[src/rtl/spi_reg_slave.sv]
// spi_reg_slave: SPI responder front end for the motor-controller register file.
// Each ss-framed transaction is 16 sclk cycles: a command byte {rw, addr, 3'b000}
// followed by a data byte, both MSB first. Writes become a single-cycle wr strobe
// and reads become a single-cycle rd strobe. For a read, the returned register
// value is shifted out on miso during the data byte. All SPI pins are
// oversampled in the clk domain, so clk must run at least 4x faster than sclk.
`timescale 1ns/1ps

module spi_reg_slave #(
  parameter int SYNC_STAGES = 2,
  parameter int ADDR_W      = 4,
  parameter int DATA_W      = 8
) (
  input  logic              clk,
  input  logic              reset,
  input  logic              sclk,
  input  logic              ss,
  input  logic              mosi,
  output logic              miso,
  output logic              spioe,
  output logic [ADDR_W-1:0] addr,
  output logic [DATA_W-1:0] wrdata,
  output logic              wr,
  output logic              rd,
  input  logic [DATA_W-1:0] rddata
);

  // One bit counter spans both bytes of the frame.
  localparam int CNT_W = $clog2(2 * DATA_W);
  localparam logic [CNT_W-1:0] LAST_CMD  = CNT_W'(DATA_W - 1);
  localparam logic [CNT_W-1:0] LAST_DATA = CNT_W'(2 * DATA_W - 1);

  typedef enum logic [1:0] {
    IDLE = 2'd0,
    CMD  = 2'd1,
    DATA = 2'd2,
    DONE = 2'd3
  } state_t;

  // ---------------------------------------------------------------------------
  // Pin synchronisers. These flops carry no reset: they follow the pins, and
  // leaving ss_dly untouched by reset means that a frame interrupted by reset
  // is not restarted until ss goes low and then high again.
  // ---------------------------------------------------------------------------
  logic [SYNC_STAGES-1:0] sclk_sync;
  logic [SYNC_STAGES-1:0] ss_sync;
  logic [SYNC_STAGES-1:0] mosi_sync;
  logic                   sclk_dly;
  logic                   ss_dly;

  // Shift each SPI pin through its synchroniser chain, plus one delay flop for edge detection.
  always_ff @(posedge clk) begin
    sclk_sync <= {sclk_sync[SYNC_STAGES-2:0], sclk};
    ss_sync   <= {ss_sync[SYNC_STAGES-2:0], ss};
    mosi_sync <= {mosi_sync[SYNC_STAGES-2:0], mosi};
    sclk_dly  <= sclk_sync[SYNC_STAGES-1];
    ss_dly    <= ss_sync[SYNC_STAGES-1];
  end

  // ---------------------------------------------------------------------------
  // Edge qualification. sclk edges count only while synchronised ss is high,
  // so a host flush burst with ss low is invisible. ss falling in the same clk
  // as an sclk edge therefore also cancels that edge.
  // ---------------------------------------------------------------------------
  logic              sclk_s;
  logic              ss_s;
  logic              mosi_s;
  logic              sclk_rise;
  logic              sclk_fall;
  logic              ss_rise;
  logic [DATA_W-1:0] rx;
  logic [DATA_W-1:0] rx_next;

  // Derive the qualified edge events and the receive-register next value.
  always_comb begin
    sclk_s    = sclk_sync[SYNC_STAGES-1];
    ss_s      = ss_sync[SYNC_STAGES-1];
    mosi_s    = mosi_sync[SYNC_STAGES-1];
    sclk_rise = ss_s & sclk_s & ~sclk_dly;
    sclk_fall = ss_s & ~sclk_s & sclk_dly;
    ss_rise   = ss_s & ~ss_dly;
    rx_next   = {rx[DATA_W-2:0], mosi_s};
  end

  // ---------------------------------------------------------------------------
  // Transaction FSM and strobe generation.
  //  - cap marks the clk after rd; the register file's rddata is loaded into tx
  //    then. The inter-byte gap guarantees that this load happens before the
  //    first data-byte falling edge.
  //  - wr_pend delays wr by one clk, so addr/wrdata are already stable when wr
  //    rises.
  //  - rd, cap, wr_pend and wr are not cleared when ss drops. A strobe that has
  //    already been earned by a counted edge still completes.
  // ---------------------------------------------------------------------------
  state_t            state;
  logic [CNT_W-1:0]  cnt;
  logic [DATA_W-1:0] tx;
  logic              rw;
  logic              cap;
  logic              wr_pend;

  // Single registered FSM: framing, bit counting, command decode, miso shift, strobes.
  always_ff @(posedge clk) begin
    if (reset) begin
      state   <= IDLE;
      cnt     <= '0;
      rx      <= '0;
      tx      <= '0;
      rw      <= 1'b0;
      cap     <= 1'b0;
      wr_pend <= 1'b0;
      miso    <= 1'b0;
      spioe   <= 1'b0;
      addr    <= '0;
      wrdata  <= '0;
      wr      <= 1'b0;
      rd      <= 1'b0;
    end else begin
      rd      <= 1'b0;
      cap     <= rd;
      wr      <= wr_pend;
      wr_pend <= 1'b0;

      if (!ss_s) begin
        // Frame closed or aborted: drop back to idle and discard partial bits.
        state <= IDLE;
        cnt   <= '0;
        rx    <= '0;
        tx    <= '0;
        spioe <= 1'b0;
      end else begin
        case (state)
          IDLE: begin
            if (ss_rise) begin
              state <= CMD;
            end
          end

          CMD: begin
            if (sclk_rise) begin
              rx  <= rx_next;
              cnt <= cnt + 1'b1;
              if (cnt == LAST_CMD) begin
                state <= DATA;
                rw    <= rx_next[DATA_W-1];
                rd    <= rx_next[DATA_W-1];
                addr  <= rx_next[DATA_W-2 -: ADDR_W];
              end
            end
          end

          DATA: begin
            if (sclk_rise) begin
              rx  <= rx_next;
              cnt <= cnt + 1'b1;
              if (cnt == LAST_DATA) begin
                state <= DONE;
                if (!rw) begin
                  wrdata  <= rx_next;
                  wr_pend <= 1'b1;
                end
              end
            end

            if (cap) begin
              tx <= rddata;
            end else if (sclk_fall && rw) begin
              // Present the next bit for the host's following rising edge.
              spioe <= 1'b1;
              miso  <= tx[DATA_W-1];
              tx    <= {tx[DATA_W-2:0], 1'b0};
            end
          end

          DONE: begin
            // Extra host clocks are ignored; miso holds its last bit.
          end

          default: begin
            state <= IDLE;
          end
        endcase
      end
    end
  end

endmodule

[config.mk]
export PLATFORM = sky130hd
export DESIGN_NAME = spi_reg_slave
export DESIGN_NICKNAME = d
export VERILOG_FILES = /design/src/rtl/spi_reg_slave.sv
export SDC_FILE = /design/constraint.sdc
export NUM_CORES = 1
export LEC_CHECK = 0
export BUFFER_PORTS_ARGS = -buffer_cell sky130_fd_sc_hd__buf_2
export CORE_ASPECT_RATIO = 1.4
export CORE_MARGIN = 10
export CORE_UTILIZATION = 45
export CTS_CLUSTER_SIZE = 14
export DETAILED_ROUTE_END_ITERATION = 12
export PLACE_DENSITY_LB_ADDON = 0.2
export SYNTH_ARGS = -nofsm -noshare
export SYNTH_HDL_FRONTEND = slang
export SYNTH_SLANG_ARGS = --single-unit
[constraint.sdc]
create_clock -name clk -period 1.75 [get_ports clk]
set_clock_uncertainty 0.1 [all_clocks]
set_input_delay 0.35 -clock clk [delete_from_list [all_inputs] [get_ports clk]]
set_output_delay 0.35 -clock clk [all_outputs]
set_load 0.1 [all_outputs]
After elaboration in Yosys (flattened, before gate mapping) --
Index checks and enable logic that the tools add are counted.
Storage, ports and cells: output and inout bits 16, flip-flop bits (word level) 48, word-level logic and storage cells 68
Operators by class: reduce and logical (&&, ||, !) cells 15, eq/ne operators 9, add/subtract/negate cells 1, mux-type cells 9, bitwise logic cells 16
Operators by type and width (number):
- two-way mux 8 bit | 2
- NOT 1 bit | 11
- two-way mux 2 bit | 5
- != test 2 bit, second input constant | 5
- OR reduction 5 bit | 2
- AND reduction 4 bit | 2
- case mux 2 bit (3 select lines) | 1
- AND reduction 6 bit | 1
- bitwise AND 1 bit | 5
- AND reduction 5 bit | 1
- adder 4 x 1 -> 4 bit, second input constant | 1
- equality test 4 x 3 -> 1 bit, second input constant | 1
- equality test 4 bit, second input constant | 1
- AND reduction 2 bit | 2
- OR reduction 2 bit | 2
- AND reduction 3 bit | 1
- nonzero test 3 bit | 1
- equality test 2 x 1 -> 1 bit, second input constant | 1
- equality test 2 bit, second input constant | 1
- logical NOT 2 bit | 1
- nonzero test 2 bit | 1
- logical AND 1 bit | 1
- two-way mux 1 bit | 1

Logic depth before layout (Yosys ltp) --
Gate-level depths: netlist (run 1).
word-level depth 6, depth in mapped cells 7

Worst setup path after synthesis (run 1) --
Ideal clock, no wire load.
path type reg2reg, start point reg state[0], end point reg wrdata[1], setup slack -0.009 ns, required time 1.522 ns, stages on the path, launching flop included 8, buffers on the path 1, library setup time 0.128 ns, clock period less this slack 1.759 ns, arrival 1.531 ns, path through dfxtp_1 inv_1 ha_1 inv_1 or4_1 buf_4 mux2i_1 nor2_1
On the way: word-level cells in the longest chain between the ends 2
RTL lines:
- from (decl) | line 95 | state_t state;
- from (signal assigned) | line 105 | state <= IDLE;
- from (signal assigned) | line 126 | state <= IDLE;
- from (signal assigned) | line 135 | state <= CMD;
- equality test 2 bit | line 132 | case (state)
- AND reduction 5 bit (no source line)
- to (signal assigned) | line 159 | wrdata <= rx_next;
- to (decl) | line 22 | output logic [DATA_W-1:0] wrdata,
Every way passes these cells. A chain may end at the register's enable or synchronous reset.

Worst setup path in the final report (run 1) --
start point reg state[1], end point reg wrdata[4]
The elaborated chain is that of the path after synthesis.

==> flow_metrics.py, run 1 <==
metrics = {
    "floorplanning": {
        "die_area_mm2": 0.00703,
        "die_w_um": 73.8,
        "die_h_um": 95.3,
        "top_level_ports": 29,
        "initial_core_util": 0.465,
        "core_mm2": 0.00392,
        "rows": 27,
    },
    "status": {
        "status": "finished clean",
    },
    "sta": {
        "slew_headroom": 0.674,
        "hold_viol_final": 0,
        "post-route-period-util": 0.972,
        "fmaxAchievable_ghz": 0.588,
        "tightest_slew_ns": 0.493,
        "drv_slew": 0,
        "final-setup-viol-count": 0,
        "grt_setup_unrepaired": "true",
        "period_needed_ns": 1.70,
    },
    "synthesis": {
        "synth_top_area_frac": 0.527,
        "synth_nets": 200,
        "synthTopCellsByArea": "dfxtp_1, mux2i_1, nor2_1, a211oi_1, nand2_1",
        "synth_warnings": 0,
        "synth_top_family_by_area": "simple AND/OR/NAND/NOR gates",
        "synth.area.mux_share": 0.115,
        "synth_area_mm2": 0.00182,
        "yosys.area.top_type": "dfxtp_1",
        "syn_area_per_cell_um2": 10.0,
        "synthSimpleGateAreaFrac": 0.197,
        "ys_seq_area_frac": 0.527,
        "synth-compound-area-share": 0.0831,
        "synth_seq_cells": 48,
        "synth_xor_area_frac": 0.0144,
        "ys_types": 31,
        "synthAdderAreaFrac": 0.0343,
        "synth_cells": 182,
    },
    "setup_path": {
        "setup.worst_path.start_class": "flop",
        "end_kind": "flop",
        "arrival_ns": 1.79,
        "crit_required_ns": 1.84,
        "path_max_fanout": 5,
        "critPathKind": "reg -> reg",
        "timing.rr.start": "state[1]",
        "startpoint": "state[1]",
    },
    "clock_tree": {
        "clockRootBuffer": "clkbuf_8",
        "cts_tree": "done",
        "clk_path_buf_depth": 2,
        "h-tree-depth": 2,
        "cts_made_buffers": 5,
        "cts_num_sinks": 48,
        "clock_latency_ns": 0.29,
        "cts.clk_slew.worst_paths_ns": 0.09,
    },
    "worst_hold_path": {
        "hold_class": "in -> reg",
        "worstHoldStart": "sclk",
    },
    "drt": {
        "first_pass_iters": 4,
        "antenna_left": 0,
        "initialDrtViolationCount": 60,
        "via_per_inst": 5.20,
        "detail_route.wirelength_um": 3980,
        "num_vias": 1404,
        "wire_per_inst_um": 14.7,
        "drc": 0,
    },
    "global_routing": {
        "grt_max_degree": 23,
        "grt_use_total": 0.119,
        "grt_pass1_wl_um": 6710,
        "grt_overflow": 0,
        "antenna_found_initial": 0,
        "grt_pass1_vias": 1458,
    },
    "power_and_ir_drop": {
        "ir_worst_vdd_uv": 565,
        "leakagePower_nw": 0.916,
        "power_density_mw_per_mm2": 812,
        "power_mw": 1.85,
    },
    "final_layout": {
        "design_area_mm2": 0.00228,
        "multi_input_area_um2": 871,
        "final_common_cell": "dfxtp_1",
        "insertedDiodeCount": 0,
        "seqCellArea_um2": 968,
        "drive_above_1_share": 0.304,
        "layout_common_cells": "dfxtp_1, nor2_1, buf_2",
        "fin_util": 0.582,
        "fillers": 349,
        "nNetsFinal": 244,
        "syn_to_final_growth_pct": 25.2,
    },
    "placed_design": {
        "placed_area_mm2": 0.00209,
        "gp_congestion": 0.788,
        "io_buffer_count": 28,
        "hpwlAfterDp_um": 2800,
    },
    "run": {
        "cap_viol_max_count": 0,
    },
}
==> per-layer routing <==
layer | track usage | vias up | routed length, µm | share of wire
li1 | - | 711 | - | -
met1 | 0.131 | 671 | 1790 | 0.45
met2 | 0.209 | 18 | 2030 | 0.51
met3 | 0.0343 | 4 | 120 | 0.030
met4 | 0.0436 | 0 | 44 | 0.011
met5 | 0 | - | 0 | 0
==> state kept, by name (all words and copies together), names as in the netlist, 2 cells and up <==
name	count
mosi_sync	2
rx	7
wrdata	8
addr	4
state	2
tx	8
sclk_sync	2
cnt	4
ss_sync	2
==> cells in the mapped netlist, drive strengths merged <==
cell type,n
buf,3
or4,3
nor2,29
a21oi,9
o21bai,1
and3b,1
nor3b,2
dfxtp,48
and4b,2
o32ai,1
or2,1
o21a,1
nand3b,2
a21o,1
clkbuf,5
nand4,1
nand2,18
xnor2,1
inv,4
a211oi,9
mux2i,21
nand3,3
ha,5
nor4,1
a22oi,1
nand2b,3
nor2b,2
xor2,2
nand4b,2
==> power breakdown <==
group	total [mW]	internal, mW	switching (mW)	leakage, nW
clock network	0.670	0.323	0.348	0.0455
registers	1.11	1.10	0.00716	0.392
logic	0.0741	0.0350	0.0391	0.479
==> kinds of logic after synthesis <==
kind of cell	count (synthesis)
compound gates	23
xor+xnor	3
fa+ha+maj	5
buf+inv	12
flops	48
mux	21
simple gates	70
==> layout make-up <==
class,instances,share of cell area
Timing Repair Buffer,45,0.124
Inverter,4,0.00658
Clock buffer,8,0.0395
Tap cell,43,0.0236
Sequential cell,48,0.425
Multi-Input combinational cell,122,0.382
==> stage by stage <==
step | hold slack [ns] | instances | setup TNS, ns | setup slack [ns]
2_1_floorplan | 0.210 | 182 | 0 | 0.0105
3_3_place_gp | 0.213 | 259 | 0 | 0.0254
3_5_place_dp | 0.222 | 259 | -0.272 | -0.0771
4_1_cts | 0.0391 | 268 | 0 | 0.00499
5_1_grt | 0.0356 | 270 | -0.0446 | -0.0208
6_report | 0.0480 | 270 | 0 | 0.0486
==> repair_timing <==
action | in CTS | in global routing
setup endpoints to repair | 12 | 25
buffers inserted | 0 | 2
gates resized for setup | 9 | 14
pin swaps | 2 | 4
hold buffers | 0 | 0
gates cloned | 1 | 0
==> worst max-delay path, stage by stage, from the launching register on <==
cell and delay, ns:
dfxtp_2 0.39, ha_4 0.17, inv_2 0.04, or4_4 0.53, buf_6 0.16, mux2i_2 0.16, nor2_1 0.06
==> path summary, 6_finish.rpt <==
path / to / slack (ns) / cells past startpoint
worst max-delay path: wrdata[4] / 0.05 / 6
worst min-delay path: sclk_sync[0] / 0.05 / 1
worst max register to register: wrdata[4] / 0.05 / 6
worst min register to register: ss_sync[1] / 0.24 / 0
Power figures use the tool's default switching activity.
==> run 2, diff against run 1 <==
CORE_UTILIZATION = 48   (was 45)
==> run 2 against run 1 <==
Net effect:
- register-to-register slack barely moved
- die area down 4.8%
- clock power is 35% higher
- sequential share of layout area fell by 0.29 points
- worst hold slack better by 0.0022 ns
- largest power group unchanged
- highest routed layer unchanged
==> flow_metrics.py, run 2 (synthesis gave the netlist of run 1 again) <==
metrics = {
    "clock_tree": {
        "cts_tree": "done",
        "clockRootBuffer": "clkbuf_8",
        "clk_path_buf_depth": 2,
        "cts.clk_slew.worst_paths_ns": 0.08,
        "clock_latency_ns": 0.30,
        "cts_num_sinks": 48,
        "h-tree-depth": 2,
        "cts_made_buffers": 5,
    },
    "global_routing": {
        "grt_use_met3": 0.0395,
        "grt_use_total": 0.115,
        "grt_busiest_layer": "met2",
        "grt_max_degree": 23,
        "grt_pass1_vias": 1402,
        "grt_pass1_wl_um": 6300,
        "antenna_found_initial": 0,
        "grt_use_met2": 0.194,
        "grt_use_met1": 0.124,
        "grt_overflow": 0,
    },
    "placed_design": {
        "place_inst": 258,
        "io_buffer_count": 28,
        "gp_congestion": 0.814,
        "placed_area_mm2": 0.00209,
        "place_ws_ns": -0.0385,
        "hpwlAfterDp_um": 2690,
    },
    "setup_path": {
        "crit_required_ns": 1.84,
        "reg2regPathDepth": 7,
        "regToRegEndpoint": "cnt[3]",
        "timing.rr.start": "state[0]",
        "setup.worst_path.start_class": "flop",
        "path_max_fanout": 4,
        "end_kind": "flop",
        "regToRegSetupSlack_ns": 0.04,
        "critPathKind": "reg -> reg",
        "arrival_ns": 1.80,
    },
    "floorplanning": {
        "die_h_um": 92.9,
        "die_area_mm2": 0.00669,
        "rows": 26,
        "top_level_ports": 29,
        "initial_core_util": 0.500,
        "die_w_um": 72.1,
        "core_mm2": 0.00364,
    },
    "worst_hold_path": {
        "min_path_cells": 1,
        "hold-path-endpoint": "mosi_sync[0]",
        "worstHoldStart": "mosi",
        "hold_class": "in -> reg",
    },
    "drt": {
        "wire_per_inst_um": 14.0,
        "first_pass_iters": 4,
        "initialDrtViolationCount": 44,
        "detail_route.wirelength_um": 3760,
        "antenna_left": 0,
        "num_vias": 1372,
        "via_per_inst": 5.12,
        "drc": 0,
    },
    "status": {
        "status": "finished clean",
    },
    "power_and_ir_drop": {
        "power_mw": 2.08,
        "sw_frac_of_total": 0.187,
        "leakagePower_nw": 0.940,
        "combPwrFrac": 0.033,
        "power_density_mw_per_mm2": 906,
        "power.internal_mw": 1.70,
        "ir_worst_vdd_uv": 840,
        "p_seq_frac": 0.532,
        "power_switching_mw": 0.389,
        "clockPowerShare": 0.435,
    },
    "sta": {
        "hold_viol_final": 0,
        "drv_slew": 0,
        "period_needed_ns": 1.71,
        "tightest_slew_ns": 0.494,
        "final-setup-viol-count": 0,
        "whs_ns": 0.0503,
        "setup_slack_ns": 0.0374,
        "finalSetupTns_ns": 0,
        "post-route-period-util": 0.979,
        "fmaxAchievable_ghz": 0.584,
        "grt_setup_unrepaired": "true",
        "slew_headroom": 0.673,
    },
    "run": {
        "cap_viol_max_count": 0,
    },
    "final_layout": {
        "seqCellArea_um2": 970,
        "layout_common_cells": "dfxtp_1, nor2_1, buf_2",
        "insertedDiodeCount": 0,
        "syn_to_final_growth_pct": 26.2,
        "drive_above_1_share": 0.301,
        "final_common_cell": "dfxtp_1",
        "multi_input_area_um2": 855,
        "fin_util": 0.631,
        "nNetsFinal": 244,
        "final_cell_count_no_fill": 268,
        "fillers": 311,
        "design_area_mm2": 0.00230,
        "top_regs": "tx (8), wrdata (8), rx (7)",
    },
}
## run 2: timing repair
item                       CTS  global route
pin swaps                    0             3
buffers inserted             1             1
gates resized for setup      8            12
cloned                       1             0
setup endpoints to repair    9            24
hold buffers                 0             0
## run 2: area by class of cell
cell class / instances / share of cell area
Clock inverter: 2 / 0.0261
Multi-Input combinational cell: 122 / 0.372
Clock buffer: 5 / 0.0299
Timing Repair Buffer: 45 / 0.121
Tap cell: 42 / 0.0229
Inverter: 4 / 0.00653
Sequential cell: 48 / 0.422
## run 2: worst max path at each step
stage	start	to	slack (ns)	cells after the start
2_1_floorplan	state[0]	wrdata[1]	0.01	7
3_3_place_gp	state[0]	wrdata[3]	0.03	7
3_5_place_dp	state[0]	state[0]	-0.04	6
4_1_cts	state[1]	addr[1]	0.03	7
5_1_grt	cnt[1]	wrdata[1]	-0.03	6
6_report	state[0]	cnt[3]	0.04	7
## run 2: metal layers
layer | up-vias | part of all wire
met3 | 8 | 0.049
met4 | 0 | 0.020
met2 | 31 | 0.50
met5 | - | 0
li1 | 707 | -
met1 | 626 | 0.43
## run 2: worst max-delay path, stage by stage, from the launching register on
cell     delay [ns]
dfxtp_2        0.35
inv_2          0.05
buf_4          0.13
ha_1           0.30
and4b_2        0.30
nand4_1        0.14
xor2_1         0.17
nor2_1         0.05
## run 2: power groups by stage
stage	logic, mW	registers [mW]	clock network [mW]
5_1_grt	0.0765	1.11	0.974
3_3_place_gp	0.0646	1.13	0
4_1_cts	0.0701	1.11	0.932
2_1_floorplan	0.0339	1.13	0
6_report	0.0695	1.11	0.907
3_5_place_dp	0.0677	1.14	0
